`config.mk`:
```
export PLATFORM = sky130hd
export DESIGN_NAME = data_mem_pipe
export DESIGN_NICKNAME = d
export VERILOG_FILES = /design/src/rtl/data_mem_pipe.sv
export SDC_FILE = /design/constraint.sdc
export NUM_CORES = 2
export LEC_CHECK = 0
export CELL_PAD_IN_SITES_DETAIL_PLACEMENT = 1
export CELL_PAD_IN_SITES_GLOBAL_PLACEMENT = 1
export CORE_ASPECT_RATIO = 1.1
export CORE_MARGIN = 2
export CORE_UTILIZATION = 40
export CTS_CLUSTER_DIAMETER = 30
export DETAILED_ROUTE_END_ITERATION = 12
export PLACE_DENSITY = 0.66
export SETUP_SLACK_MARGIN = 0.1
export SLEW_MARGIN = 25
export SYNTH_ARGS = -nofsm -noshare
export SYNTH_HDL_FRONTEND = slang
export SYNTH_SLANG_ARGS = --single-unit
```
`constraint.sdc`:
```
create_clock -name clk -period 4.6 [get_ports clk]
set_input_delay 0.69 -clock clk [delete_from_list [all_inputs] [get_ports clk]]
set_output_delay 0.69 -clock clk [all_outputs]
set_load 0.02 [all_outputs]
```
`src/rtl/data_mem_pipe.sv`:
```
// Byte-addressed single-port data RAM with pipelined read latency,
// sub-word access, fault checking and a post-reset preload sequencer.
module data_mem_pipe #(
  parameter int DEPTH     = 64,
  parameter int READ_LAT  = 1,
  parameter int INIT_MODE = 1
) (
  input  logic        clk,
  input  logic        rst,
  input  logic        req,
  input  logic        we,
  input  logic [31:0] addr,
  input  logic [1:0]  size,
  input  logic        sign_ext,
  input  logic [31:0] wdata,
  output logic        ready,
  output logic        resp_valid,
  output logic        resp_err,
  output logic [31:0] rdata,
  output logic        init_busy
);

  localparam int AW = $clog2(DEPTH);
  localparam logic [AW:0] LAST = (AW+1)'(DEPTH - 1);

  typedef enum logic {INIT, RUN} state_e;

  typedef struct packed {
    logic        valid;
    logic        err;
    logic        we;
    logic        sext;
    logic [1:0]  size;
    logic [1:0]  lane;
    logic [31:0] word;
  } stg_t;

  state_e      state_q, state_d;
  logic [AW:0] idx_q, idx_d;
  logic [31:0] mem_q [DEPTH];
  stg_t        pipe_q [READ_LAT];
  stg_t        stg_d;
  stg_t        last;

  logic          accept;
  logic          fault;
  logic          init_we;
  logic [31:0]   init_word;
  logic [AW-1:0] widx;
  logic [3:0]    be;
  logic [31:0]   wlane;
  logic [7:0]    ld_b;
  logic [15:0]   ld_h;
  logic [31:0]   ld;

  assign ready     = (state_q == RUN);
  assign init_busy = (state_q == INIT);
  assign accept    = req & ready;
  assign widx      = addr[AW+1:2];
  assign init_word = (INIT_MODE != 0) ? 32'(idx_q) : '0;

  always_comb begin
    state_d = state_q;
    idx_d   = idx_q;
    init_we = 1'b0;
    if (state_q == INIT) begin
      init_we = 1'b1;
      idx_d   = idx_q + 1'b1;
      if (idx_q == LAST) state_d = RUN;
    end
  end

  always_comb begin
    fault = |addr[31:AW+2];
    be    = 4'b0000;
    wlane = wdata;
    unique case (size)
      2'b00: begin
        be    = 4'b0001 << addr[1:0];
        wlane = {4{wdata[7:0]}};
      end
      2'b01: begin
        fault = fault | addr[0];
        be    = addr[1] ? 4'b1100 : 4'b0011;
        wlane = {2{wdata[15:0]}};
      end
      2'b10: begin
        fault = fault | (|addr[1:0]);
        be    = 4'b1111;
      end
      default: fault = 1'b1;
    endcase
  end

  always_comb begin
    stg_d.valid = accept;
    stg_d.err   = fault;
    stg_d.we    = we;
    stg_d.sext  = sign_ext;
    stg_d.size  = size;
    stg_d.lane  = addr[1:0];
    stg_d.word  = mem_q[widx];
  end

  always_ff @(posedge clk) begin
    if (rst) begin
      state_q <= INIT;
      idx_q   <= '0;
      for (int i = 0; i < READ_LAT; i++) pipe_q[i] <= '0;
    end else begin
      state_q   <= state_d;
      idx_q     <= idx_d;
      pipe_q[0] <= stg_d;
      for (int i = 1; i < READ_LAT; i++) pipe_q[i] <= pipe_q[i-1];
    end
  end

  // Init and store never overlap: stores need ready, which is RUN only.
  always_ff @(posedge clk) begin
    if (!rst) begin
      if (init_we) begin
        mem_q[idx_q[AW-1:0]] <= init_word;
      end else if (accept && we && !fault) begin
        for (int b = 0; b < 4; b++)
          if (be[b]) mem_q[widx][8*b +: 8] <= wlane[8*b +: 8];
      end
    end
  end

  assign last = pipe_q[READ_LAT-1];
  assign ld_b = last.word[8*last.lane +: 8];
  assign ld_h = last.word[16*last.lane[1] +: 16];

  always_comb begin
    ld = '0;
    unique case (last.size)
      2'b00:   ld = {{24{last.sext & ld_b[7]}}, ld_b};
      2'b01:   ld = {{16{last.sext & ld_h[15]}}, ld_h};
      2'b10:   ld = last.word;
      default: ld = '0;
    endcase
  end

  assign resp_valid = last.valid;
  assign resp_err   = last.valid & last.err;
  assign rdata      = (last.valid & ~last.err & ~last.we) ? ld : '0;

endmodule

```
==> flow_metrics.tcl <==
set metrics [dict create \
    status "finished clean" \
    die_y_um 482.5 \
    final_area_sq_um 106200 \
    post_cts_resized 0 \
    rr_endpoint "mem_q[35][2]$_DFFE_PP_" \
    r2r_cells 8 \
    cts_hold_buffers 0 \
    critPathLaunchType "register" \
    post-route-drc-count 0 \
    min_from "sign_ext" \
    synth-edff-count 2048 \
    rrSetupSlack_ns 0.87 \
    p_clk_share_pct 57.0 \
    comb_power_share_pct 3.4 \
    slew_viol_final 0 \
    cts.htree.levels 5 \
    register_area_sq_um 62460 \
    swShare_pct 21.34 \
    seq_area_frac_synth_pct 75.03 \
    timing.fmax_ghz 0.2345 \
    drt_iter0_drc 6632 \
    post_cts_buffers 0 \
    wire_per_inst_um 34.82 \
    n_fill_cell 18784 \
    ys_types 60 \
    yosys.area.top_type "edfxtp_1" \
    rsz0062_at_grt "no" \
    max-vdd-ir-drop_v 0.0003474 \
    path_class "reg -> out" \
    clk_pin_slew_ns 0.05 \
    syn_area_per_cell_sq_um 18.93 \
    coreArea_sq_um 206700 \
    dieWidth_um 439.0 \
    path_cells "buf_4 > mux2_2 > and2_1 > o21ai_2 > and2_2 > a21oi_1 > clkdlybuf4s50_1" \
    row_count 175 \
    cts_buffers 417 \
    rr_startpoint "ready$_SDFF_PP0_" \
    hpwl_mm 188.4 \
    wirelength_mm 288.4 \
    firstDrtPassIters 9 \
    synth_fp_nets 4473 \
    gp_congestion 1.138 \
    worstPathRequired_ns 3.91 \
    whs_path_depth 2 \
    slowest_delay_ns 0.57 \
    place_area_sq_um 92110 \
    slowest_stage "clkdlybuf4s50_1" \
    numPortBuffers 106 \
    grt_max_degree 83 \
    slew_headroom_pct 27.90 \
    powerDensity_nw_per_um2 497.2 \
    async_reset_ff_share_pct 0 \
    path_depth 7 \
    worstPathArrival_ns 3.57 \
    grt_pass1_vias 52388 \
    cts_tree "built" \
    dpl.cell_count 7519 \
    cts_sinks 2096 \
    fin_util_pct 51.38 \
    vias 49924 \
    critPathMaxFanout 16 \
    ys_seq_elements 2096 \
    instances_no_fill 8284 \
    fin_crit_sh_pct 92.71 \
    ys.warnings.count 0 \
    clock_path_buffers 4 \
    postSynthCellCount 4397 \
    drive_above_1_share_pct 35.09 \
    p_leak_nw 38.81 \
    multi_input_area_sq_um 20000 \
    p_int_mw 41.54 \
    clk_latency_ns 0.97 \
    holdCritPathClass "in -> reg" \
    root_buffer "clkbuf_16" \
    grt_usage_pct 27.24 \
    io_pins 107 \
    yosysTopAreaCellShare_pct 73.87 \
    syn_area_sq_um 83250 \
    path_delay_family "buffers and inverters" \
    grt_pass1_wl_mm 405.2 \
    initial_core_util_pct 40.28 \
    crit_path_end_kind "primary output" \
    nNetsFinal 5273 \
    yosys-top-cells-area "edfxtp_1 (74%), mux4_2 (11%), mux2_2 (1.9%)" \
    setup_viol 0 \
    area_growth_pct 27.56 \
    fin_crit_ns 4.265 \
    setup-tns-final_ns 0 \
    antenna_found_initial 20 \
    worst-path-buf-inv 2 \
    finalHoldViolations 0 \
    cap_violations 0 \
    power_switching_mw 11.27 \
    die-area_sq_um 211800 \
    synthFlopType "edfxtp_1" \
    via_per_inst 6.027 \
    drtAntennaViolNets 0 \
    grt-ovfl-total 0 \
    pwr-share-seq_pct 39.5 \
    worstMarginPinSlew_ns 1.082 \
    skew_ns 0.05964 \
    min_to "pipe_q[0][36]$_SDFF_PP0_" \
]
-- layout make-up --
cell class	instances	share of cell area, %
Clock inverter	279	2.956
Clock buffer	471	10.21
Timing Repair Buffer	678	5.693
Tap cell	2743	3.232
Sequential cell	2096	58.82
Antenna cell	13	0.03063
Multi-Input combinational cell	1941	18.84
Inverter	63	0.2227
-- placed cells by master, fill, tap and decap left out, types with 83 or more instances in the layout --
cell,n
clkbuf_16,425
a211oi_1,102
clkdlybuf4s50_1,102
o22ai_1,90
a21oi_1,192
edfxtp_1,2048
nor2_1,219
nand2_1,83
buf_4,506
mux2_2,139
a21oi_2,100
mux4_2,412
-- worst max-delay path by stage --
| stage | start | to | slack (ns) |
|---|---|---|---|
| after floorplan | size[0] | mem_q[0][27]$_DFFE_PP_ | 0.08 |
| after global placement | size[0] | mem_q[13][29]$_DFFE_PP_ | -0.43 |
| after detailed placement | size[0] | mem_q[28][16]$_DFFE_PP_ | -0.13 |
| after CTS | pipe_q[0][33]$_SDFF_PP0_ | rdata[30] | 0.15 |
| after global routing | pipe_q[0][33]$_SDFF_PP0_ | rdata[24] | 0.22 |
| final | pipe_q[0][33]$_SDFF_PP0_ | rdata[30] | 0.34 |
-- per-layer routing --
layer  share of wire [%]  global-route usage, %  vias to the layer above
met1                  37                  34.04                    26378
met4                 6.3                  15.39                        6
met2                  48                  43.64                     2905
met3                 9.0                  6.540                      745
li1                    -                      -                    19890
met5               0.073                      0                        -
-- Yosys cell counts, drive strengths merged, types with 35 or more instances --
master  instances
nor2b          52
a211oi        102
mux4          412
dfxtp          48
o22ai          90
mux2i          73
nand2          85
o21ai          70
a21oi         308
nor2          222
clkbuf        160
buf           137
a22o           58
nand3          69
nor4           35
inv            62
mux2          139
edfxtp       2048
-- power groups by stage --
| stage | registers [mW] | logic (mW) | clock network, mW |
|---|---|---|---|
| global route | 20.9 | 1.87 | 31.2 |
| floorplan | 21.2 | 0.952 | 0 |
| global placement | 21.2 | 1.75 | 0 |
| finish | 20.9 | 1.81 | 30.1 |
| CTS | 20.9 | 1.79 | 30.4 |
| detailed placement | 21.2 | 1.77 | 0 |
-- state kept, by name, indices dropped and copies added (netlist names) --
name / flops
pipe_q: 40
mem_q: 2048
idx_q: 7
ready: 1
-- stage by stage --
stage          hold slack (ns)  total power, mW  worst slack (ns)
6_report                0.3011            52.81            0.3353
5_1_grt                 0.2860            53.93            0.2155
4_1_cts                 0.2595            53.02            0.1546
3_5_place_dp            0.5683            23.00           -0.1268
3_3_place_gp            0.5485            22.97           -0.4288
2_1_floorplan           0.5157            22.15           0.08173
-- cells by family (layout without fill, tap and decap cells) --
logic type	count (synthesis)	after routing	share of synthesized area, %
AO/OA/AOI/OAI	777	777	5.992
XOR/XNOR	6	6	0.06313
adder cells (fa/ha/maj)	5	5	0.07515
buffers and inverters	360	1491	1.927
flip-flops	2096	2096	75.03
multiplexers	624	624	13.90
other	0	13	0
AND/OR/NAND/NOR	529	529	3.013
(Power assumes the default switching activity.)
